`src/rtl/tap2bpm_if.sv`:
```
// Period-in / BPM-out handshake between the tap-period counter, tap2bpm and the PWM generator.
interface tap2bpm_if #(
  parameter int unsigned PER_WIDTH = 12,
  parameter int unsigned BPM_MAX   = 250
);
  localparam int unsigned BPMW = $clog2(BPM_MAX + 1);

  logic [PER_WIDTH-1:0] per_i;
  logic                 per_valid_i;
  logic [BPMW-1:0]      bpm_o;
  logic                 bpm_valid;
  logic                 busy_o;

  modport master (
    output per_i, per_valid_i,
    input  bpm_o, bpm_valid, busy_o
  );

  modport slave (
    input  per_i, per_valid_i,
    output bpm_o, bpm_valid, busy_o
  );
endinterface

```
`src/rtl/tap2bpm.sv`:
```
// Tap period to BPM converter: floor(TP_PER_MIN / per) via a one-bit-per-clock
// restoring divider, saturated to BPM_MAX.
module tap2bpm #(
  parameter int unsigned TP_PER_MIN = 60000,
  parameter int unsigned BPM_MAX    = 250,
  parameter int unsigned PER_WIDTH  = 12
) (
  input  logic      clk_i,
  input  logic      rst_i,
  tap2bpm_if.slave  bus
);
  localparam int unsigned BPMW    = $clog2(BPM_MAX + 1);
  localparam int unsigned DW      = $clog2(TP_PER_MIN + 1);
  localparam int unsigned PER_MIN = TP_PER_MIN / BPM_MAX;
  localparam int unsigned REMW    = PER_WIDTH + 1;
  localparam int unsigned CNTW    = (DW > 1) ? $clog2(DW) : 1;

  typedef enum logic [1:0] {IDLE, CHECK, DIV, DONE} state_t;

  state_t               r_state, w_state_nxt;
  logic [PER_WIDTH-1:0] r_per,   w_per_nxt;
  logic [REMW-1:0]      r_rem,   w_rem_nxt;
  logic [DW-1:0]        r_dvd,   w_dvd_nxt;
  logic [DW-1:0]        r_quot,  w_quot_nxt;
  logic [CNTW-1:0]      r_cnt,   w_cnt_nxt;
  logic [BPMW-1:0]      r_bpm,   w_bpm_nxt;
  logic                 r_bpm_valid;
  logic                 r_busy;
  logic [REMW:0]        w_trial;
  logic                 w_qbit;

  always_ff @(posedge clk_i) begin
    if (rst_i) r_state <= IDLE;
    else       r_state <= w_state_nxt;
  end

  always_comb begin
    w_state_nxt = r_state;
    w_per_nxt   = r_per;
    w_rem_nxt   = r_rem;
    w_dvd_nxt   = r_dvd;
    w_quot_nxt  = r_quot;
    w_cnt_nxt   = r_cnt;
    w_bpm_nxt   = r_bpm;
    w_trial     = {r_rem, r_dvd[DW-1]};
    w_qbit      = (w_trial >= (REMW + 1)'(r_per));

    case (r_state)
      IDLE: begin
        if (bus.per_valid_i) begin
          w_per_nxt   = bus.per_i;
          w_state_nxt = CHECK;
        end
      end
      CHECK: begin
        // Short periods (and zero) would exceed BPM_MAX anyway; skip the divide.
        if (r_per < PER_WIDTH'(PER_MIN)) begin
          w_bpm_nxt   = BPMW'(BPM_MAX);
          w_state_nxt = DONE;
        end else begin
          w_rem_nxt   = '0;
          w_dvd_nxt   = DW'(TP_PER_MIN);
          w_quot_nxt  = '0;
          w_cnt_nxt   = CNTW'(DW - 1);
          w_state_nxt = DIV;
        end
      end
      DIV: begin
        // Remainder stays below per, so the trial always fits REMW bits.
        w_rem_nxt  = w_qbit ? REMW'(w_trial - (REMW + 1)'(r_per)) : REMW'(w_trial);
        w_dvd_nxt  = r_dvd << 1;
        w_quot_nxt = DW'({r_quot, w_qbit});
        w_cnt_nxt  = r_cnt - CNTW'(1);
        if (r_cnt == '0) begin
          w_bpm_nxt   = (w_quot_nxt > DW'(BPM_MAX)) ? BPMW'(BPM_MAX) : BPMW'(w_quot_nxt);
          w_state_nxt = DONE;
        end
      end
      DONE:    w_state_nxt = IDLE;
      default: w_state_nxt = IDLE;
    endcase
  end

  // Datapath and output registers; valid/busy follow the state being entered.
  always_ff @(posedge clk_i) begin
    if (rst_i) begin
      r_per       <= '0;
      r_rem       <= '0;
      r_dvd       <= '0;
      r_quot      <= '0;
      r_cnt       <= '0;
      r_bpm       <= '0;
      r_bpm_valid <= 1'b0;
      r_busy      <= 1'b0;
    end else begin
      r_per       <= w_per_nxt;
      r_rem       <= w_rem_nxt;
      r_dvd       <= w_dvd_nxt;
      r_quot      <= w_quot_nxt;
      r_cnt       <= w_cnt_nxt;
      r_bpm       <= w_bpm_nxt;
      r_bpm_valid <= (w_state_nxt == DONE);
      r_busy      <= (w_state_nxt != IDLE);
    end
  end

  assign bus.bpm_o     = r_bpm;
  assign bus.bpm_valid = r_bpm_valid;
  assign bus.busy_o    = r_busy;
endmodule
```
`src/flat_wrapper.sv`:
```
// flat-port wrapper written by rule: the top's interface ports become plain ports
module tap2bpm_flat 
#(
  parameter int unsigned TP_PER_MIN = 60000,
  parameter int unsigned BPM_MAX    = 250,
  parameter int unsigned PER_WIDTH  = 12
)
  (clk_i, rst_i, bus_per_i, bus_per_valid_i, bus_bpm_o, bus_bpm_valid, bus_busy_o);
  tap2bpm_if #(.PER_WIDTH(PER_WIDTH), .BPM_MAX(BPM_MAX)) bus_i ();
  input  logic clk_i;
  input  logic rst_i;
  input wire logic [$bits(bus_i.per_i)-1:0] bus_per_i;
  input wire logic [$bits(bus_i.per_valid_i)-1:0] bus_per_valid_i;
  output wire logic [$bits(bus_i.bpm_o)-1:0] bus_bpm_o;
  output wire logic [$bits(bus_i.bpm_valid)-1:0] bus_bpm_valid;
  output wire logic [$bits(bus_i.busy_o)-1:0] bus_busy_o;
  assign bus_i.per_i = bus_per_i;
  assign bus_i.per_valid_i = bus_per_valid_i;
  assign bus_bpm_o = bus_i.bpm_o;
  assign bus_bpm_valid = bus_i.bpm_valid;
  assign bus_busy_o = bus_i.busy_o;
  tap2bpm #(.TP_PER_MIN(TP_PER_MIN), .BPM_MAX(BPM_MAX), .PER_WIDTH(PER_WIDTH)) u_core (.clk_i(clk_i), .rst_i(rst_i), .bus(bus_i));
endmodule
```
`config.mk`:
```
export PLATFORM = sky130hd
export DESIGN_NAME = tap2bpm_flat
export DESIGN_NICKNAME = d
export VERILOG_FILES = /design/src/rtl/tap2bpm_if.sv /design/src/rtl/tap2bpm.sv /design/src/flat_wrapper.sv
export SDC_FILE = /design/constraint.sdc
export NUM_CORES = 1
export LEC_CHECK = 0
export CAP_MARGIN = 20
export CORE_UTILIZATION = 40
export CTS_BUF_LIST = sky130_fd_sc_hd__clkbuf_2 sky130_fd_sc_hd__clkbuf_4 sky130_fd_sc_hd__clkbuf_8
export CTS_CLUSTER_SIZE = 14
export DETAILED_ROUTE_END_ITERATION = 10
export PLACE_DENSITY = 0.6
export SLEW_MARGIN = 20
export SYNTH_ARGS = -nofsm -noshare
export SYNTH_HDL_FRONTEND = slang
export SYNTH_SLANG_ARGS = --single-unit
export TNS_END_PERCENT = 100
```
`constraint.sdc`:
```
create_clock -name clk_i -period 5 [get_ports clk_i]
set_input_delay 0.75 -clock clk_i [delete_from_list [all_inputs] [get_ports clk_i]]
set_output_delay 0.75 -clock clk_i [all_outputs]
set_load 0.05 [all_outputs]
```
==> metrics, run 1 <==
die extent in x=92.3 microns; pwr dens=630 mW/mm^2; Worst setup SP type=register; Std-Cell Rows=32; Port Buffers=24; Area Growth Syn to Fin=13.5%; FFs w/ async S/R, synth=0%; Worst Hold Depth=2; Final Skew=0.00688 ns; kind of critical path=register to register; Slew Limit Fails=0; Worst setup EP type=register; root buffer cell=clkbuf_8; Worst Hold Class=register to register; CTS Hold Bufs=0; number of H-tree levels=3; syn nets=419; detailed-placement wirelength estimate=4900 microns; Syn Area/Cell=8.46 sq um; outcome=completed; DRC viols=0; clock insertion delay at the later pin of the skew report=0.35 ns; overall routing resource usage=18.1%; EDFF count, synth=0; vias per cell=5.42; Cell Chain, Critical Path=inv_1, ha_1, a211oi_1, nor3b_1, nor3_1, nand2_1, mux2i_1, a22o_1; CTS sink count=67; final hold vios=0; clk buf depth=2; vias in the first global route=2585; post-route non-filler standard cell count=509; routed len/inst=13.9 microns; Seq/Total Area, Yosys=41.1%; post-synthesis cell type count=56; crit-path max FO=11; Final ANT Viol Nets=0; Fmax=380 MHz; GPL Wtd Cong=0.884; Clock transition at path regs=0.08 ns; total global routing overflow=0; Final Power=2.33 mW; number of CTS-inserted buffers=9; slowest cell on the critical path=nand2_1; Leakage=1.46 nW; layout cells sized above 1=7.62%; Hold WS=0.463 ns; initial antenna violation count=0; Worst EP required=5.24 ns; post-route clock period utilization=52.7%; Yosys warning total=0; diodes inserted=0; final instance area=0.00371 sq mm; 1st-iter DRT viols=122; RSZ-0062 raised after global routing=no; Worst EP arrival=2.87 ns; die area=0.00853 sq mm; DRT Pass-1 Iters=4; worst rel slew slack=60.2%; flops & latches, synth=67; Core Box Area=0.00781 sq mm; worst vdd ir=0.000238 V; maxcap violations=0; r2r worst-path depth=8; Die Height=92.3 microns; Worst Tran Pin Value=0.596 ns; CP peak stage delay=0.50 ns; minimum clock period=2.63 ns; pin count of the biggest net entering global routing=49; Post-CTS Setup Bufs=0; Mapped Area=0.00326 sq mm; IO Pins=25; Starting Density=41.8%; Mapped Cells=386; Placed Area=0.00353 sq mm; first-pass GRT wire length=12300 microns; Layout Nets=435; Detailed Route WL=7090 microns; CTS resizes=0; setup TNS=0 ns; placed insts=493; CTS tree=done; Top FF cell, synth=dfxtp_1; Vias=2761; # setup viols final=0
==> layout by cell type, fill, tap and decap left out, drive strengths merged, types with 7 or more instances in the layout <==
cell / n
a21oi: 30
inv: 22
nor3: 7
mux2i: 8
clkdlybuf4s50: 23
nand2: 48
nor2: 45
a22oi: 19
ha: 17
clkbuf: 10
o21ai: 19
dfxtp: 67
==> metrics by stage <==
stage / setup slack, ns / utilization [%]
2_1_floorplan: 2.68 / -
3_3_place_gp: 2.42 / 45.2
3_5_place_dp: 2.39 / 45.2
4_1_cts: 2.38 / 47.5
5_1_grt: 2.19 / 47.5
6_report: 2.37 / 47.5
==> metal layers <==
| layer | wire [microns] | track usage, % |
|---|---|---|
| met1 | 3560 | 24.3 |
| met4 | 109 | 7.68 |
| met3 | 261 | 4.68 |
| met5 | 0 | 0 |
| met2 | 3160 | 27.4 |
==> Yosys cell counts (3+ instances only) <==
cell type / number / share of area [%]
dfxtp_1: 67 / 41
nand2_1: 48 / 5.5
nor2_1: 44 / 5.1
a21oi_1: 30 / 4.6
inv_1: 21 / 2.4
a22oi_1: 19 / 4.4
ha_1: 17 / 6.5
o21ai_0: 16 / 2.5
clkbuf_1: 8 / 0.92
mux2i_1: 8 / 2.5
buf_2: 7 / 1.1
nor3_1: 7 / 1.1
a21o_1: 6 / 1.4
nand3_1: 6 / 0.92
o22ai_1: 6 / 1.1
o221a_2: 5 / 1.7
xnor2_1: 5 / 1.3
a211oi_1: 4 / 0.92
nor2b_1: 4 / 0.77
a32oi_1: 3 / 0.81
and3_1: 3 / 0.57
buf_6: 3 / 1.0
nand4_1: 3 / 0.57
nor4_1: 3 / 0.57
o21ai_1: 3 / 0.46
or3_1: 3 / 0.57
==> logic make-up after synthesis <==
kind of cell	synth area share [%]
mux	2.45
buf+inv	5.90
simple gates	19.0
compound gates	22.5
flops	41.1
xor+xnor	1.88
fa+ha+maj	7.13
==> sequential cells by signal, indices dropped and copies added, names as in the netlist <==
register	count
u_core.bus.bpm_o	8
u_core.bus.bpm_valid	1
u_core.bus.busy_o	1
u_core.r_cnt	4
u_core.r_dvd	11
u_core.r_per	12
u_core.r_quot	15
u_core.r_rem	13
u_core.r_state	2
==> power breakdown <==
part	total (mW)	internal, mW	switching [mW]
Sequential	0.722	0.646	0.0765
Combinational	1.21	0.465	0.742
Clock	0.406	0.193	0.212
==> worst paths after layout <==
check	startpoint	to	slack [ns]
worst min-delay path	u_core.bus.bpm_o[2]	u_core.bus.bpm_o[2]	0.46
worst max register to register	u_core.r_per[9]	u_core.r_rem[1]	2.37
worst max-delay path	u_core.r_per[9]	u_core.r_rem[1]	2.37
worst min register to register	u_core.bus.bpm_o[2]	u_core.bus.bpm_o[2]	0.46
==> final cells by class <==
class,count,area (sq um)
Clock buffer,10,138
Tap cell,102,128
Clock inverter,6,40.0
Sequential cell,67,1340
Timing Repair Buffer,26,250
Inverter,21,78.8
Fill cell,768,4100
Multi-Input combinational cell,277,1730
==> worst max-delay path, delay by kind of cell, from the launching register on <==
family | cells | cell delay [ns]
DFF | 1 | 0.38
adders and majority gates | 1 | 0.36
muxes | 1 | 0.23
and+or+nand+nor | 3 | 1.04
AOI/OAI and AO/OA | 2 | 0.45
buffers and inverters | 1 | 0.07
(Power assumes the default switching activity.)
==> run 2, diff against run 1 <==
clock period = 2.7 ns   (was 5 ns; I/O delays follow)
==> metrics, run 2 (synthesized netlist as in run 1, its figures left out) <==
Slew Limit Fails=0 (unchanged); final hold vios=0 (unchanged); worst rel slew slack=64.2% (+4.0 points); CTS tree=done; RSZ-0062 raised after global routing=no; post-route clock period utilization=92.2% (+39 points); Fmax=402 MHz (+5.8%); outcome=completed; final worst slack=0.211 ns (-2.15 ns); Sw Ratio=43.0% (-1.1 points); final instance area=0.00379 sq mm (+2.2%); GPL Wtd Cong=0.906 (+2.6%); clk buf depth=2 (unchanged); diodes inserted=0 (unchanged); pin count of the biggest net entering global routing=48 (-2.0%); slowest cell on the critical path=fa_1; overall routing resource usage=17.6% (-0.47 points); Layout Nets=441 (+1.4%); Detailed Route WL=7370 microns (+3.9%); Area Growth Syn to Fin=16.0%; Final Core Density=48.5% (+1.0 points); number of H-tree levels=3 (unchanged); Crit. Startpoint=u_core.r_dvd[15]; Worst EP arrival=2.74 ns (-0.13 ns); DP Worst Slack=0.245 ns (-2.15 ns); max reg flops=15 (unchanged); # setup viols final=0 (unchanged); Port Buffers=24 (unchanged); Worst setup EP type=register; multi-input logic area=0.00174 sq mm (+0.36%); r2r worst-path depth=9 (+1); layout cells sized above 1=9.20% (+1.6 points); Placed Area=0.00357 sq mm (+1.3%); most frequent cells in the layout=dfxtp_1 (67), nand2_1 (48), nor2_1 (44); pwr dens=1200 mW/mm^2 (+90%); Core Box Area=0.00781 sq mm (unchanged); CP peak stage delay=0.40 ns (-0.10 ns); total global routing overflow=0 (unchanged); power share of the clock group=19.2% (+1.8 points); kind of critical path=register to register; Worst setup SP type=register; largest registers=u_core.r_quot: 15 flops, u_core.r_rem: 13 flops, u_core.r_per: 12 flops; detailed-placement wirelength estimate=5190 microns (+5.8%); Final ANT Viol Nets=0 (unchanged); Setup crit end=u_core.r_rem[9]; Internal Dissipation=2.59 mW (+99%); DRT Pass-1 Iters=5 (+1); DRC viols=0 (unchanged); Starting Density=41.8% (unchanged); Vias=2767 (+0.22%); Comb power frac=51.3% (-0.4 points); storage element area=0.00134 sq mm (unchanged); CTS sink count=67 (unchanged); initial antenna violation count=0 (unchanged); die extent in x=92.3 microns (unchanged); setup TNS=0 ns (unchanged); Final Skew=0.00513 ns (-0.00175 ns); first-pass GRT wire length=11800 microns (-3.9%); Worst Tran Pin Value=0.533 ns (-0.0634 ns); r2r startpoint=u_core.r_dvd[15]; Worst EP required=2.95 ns (-2.29 ns); critical path depth=9 (+1); crit-path max FO=7 (-4); Die Height=92.3 microns (unchanged); Post-CTS Setup Bufs=0 (unchanged); routed len/inst=14.3 microns (+2.7%); # fillers=797 (+3.8%); Cell Chain, Critical Path=inv_1, ha_1, fa_1, nand2b_1, a21o_1, a21bo_2, and2_0, a32o_1, a31o_2; Std-Cell Rows=32 (unchanged); IO Pins=25 (unchanged); number of CTS-inserted buffers=9 (unchanged); maxcap violations=0 (unchanged); minimum clock period=2.49 ns (-0.146 ns); die area=0.00853 sq mm (unchanged); Clock transition at path regs=0.08 ns (about the same); vias per cell=5.37 (-0.95%); delay-heaviest family, CP=compound AO/OA/AOI/OAI gates; reg2reg setup slack=0.21 ns (-2.15 ns); 1st-iter DRT viols=124 (+1.6%); largest register by flop count=u_core.r_quot; Switch Pwr=1.95 mW (+90%); Leakage=1.50 nW (+2.9%); root buffer cell=clkbuf_8; clock insertion delay at the later pin of the skew report=0.35 ns (about the same); crit path buf inv count=1 (unchanged); RR Endpoint=u_core.r_rem[9]; Worst Hold Class=register to register; vias in the first global route=2540 (-1.7%); most common cell after layout, fill and taps aside=dfxtp_1; worst vdd ir=0.000595 V (+150%); register share of total power=29.4% (-1.5 points)
run 2: cell types whose count changed in the layout (fill, tap and decap cells not counted):
cell        previous run  this run
buf_4                  2         8
clkinv_2               3         1
bufinv_16              0         1
clkbuf_4               0         1
clkinv_4               1         2
clkinvlp_4             1         0
nor4_1                 3         2
nor4_2                 0         1
run 2: layer usage:
metal | routed length [microns] | GRT usage, %
met3 | 285 | 4.93
met4 | 76 | 5.21
met5 | 0 | 0
met2 | 3130 | 25.7
met1 | 3880 | 25.2
run 2: how the worst min path moves through the flow:
stage                             start                  end  slack [ns]  cells after the start
finish              u_core.bus.bpm_o[0]  u_core.bus.bpm_o[0]        0.45                      2
global route        u_core.bus.bpm_o[2]  u_core.bus.bpm_o[2]        0.47                      2
CTS                 u_core.bus.bpm_o[2]  u_core.bus.bpm_o[2]        0.46                      2
detailed placement  u_core.bus.bpm_o[2]  u_core.bus.bpm_o[2]        0.45                      2
global placement    u_core.bus.bpm_o[0]  u_core.bus.bpm_o[0]        0.45                      2
floorplan               u_core.r_per[2]      u_core.r_per[2]        0.44                      2
run 2: per-stage QoR:
stage,instances,hold slack (ns),power [mW]
after CTS,515,0.461,4.55
final,515,0.454,4.54
after floorplan,386,0.436,3.14
after global placement,499,0.445,3.64
after global routing,515,0.471,4.85
after detailed placement,499,0.450,3.67
run 2: final cells by class:
| type | instances | share of cell area [%] |
|---|---|---|
| Clock inverter | 5 | 1.62 |
| Inverter | 21 | 2.08 |
| Multi-Input combinational cell | 277 | 45.9 |
| Timing Repair Buffer | 32 | 7.80 |
| Tap cell | 102 | 3.37 |
| Sequential cell | 67 | 35.4 |
| Clock buffer | 11 | 3.83 |
run 2: what timing repair did:
item	4_1_cts	5_1_grt
resized for setup	0	1
hold buffers	0	0
endpoints found under the setup margin	0	1
run 2: worst min-delay path: stages (launching register included):
cell and delay, ns:
dfxtp_1 0.31, nand2_1 0.05, a21oi_1 0.05
run 2: power groups by stage:
stage	Clock, mW	Combinational [mW]	Sequential, mW
4_1_cts	0.891	2.32	1.34
2_1_floorplan	0	1.62	1.52
6_report	0.873	2.33	1.34
3_3_place_gp	0	2.29	1.35
5_1_grt	0.934	2.56	1.36
3_5_place_dp	0	2.31	1.36
==> run 3, diff against run 2 <==
CAP_MARGIN = 30   (was 20)
==> results of run 3 <==
The final DEF is identical to that of run 2; final timing and power are the same.
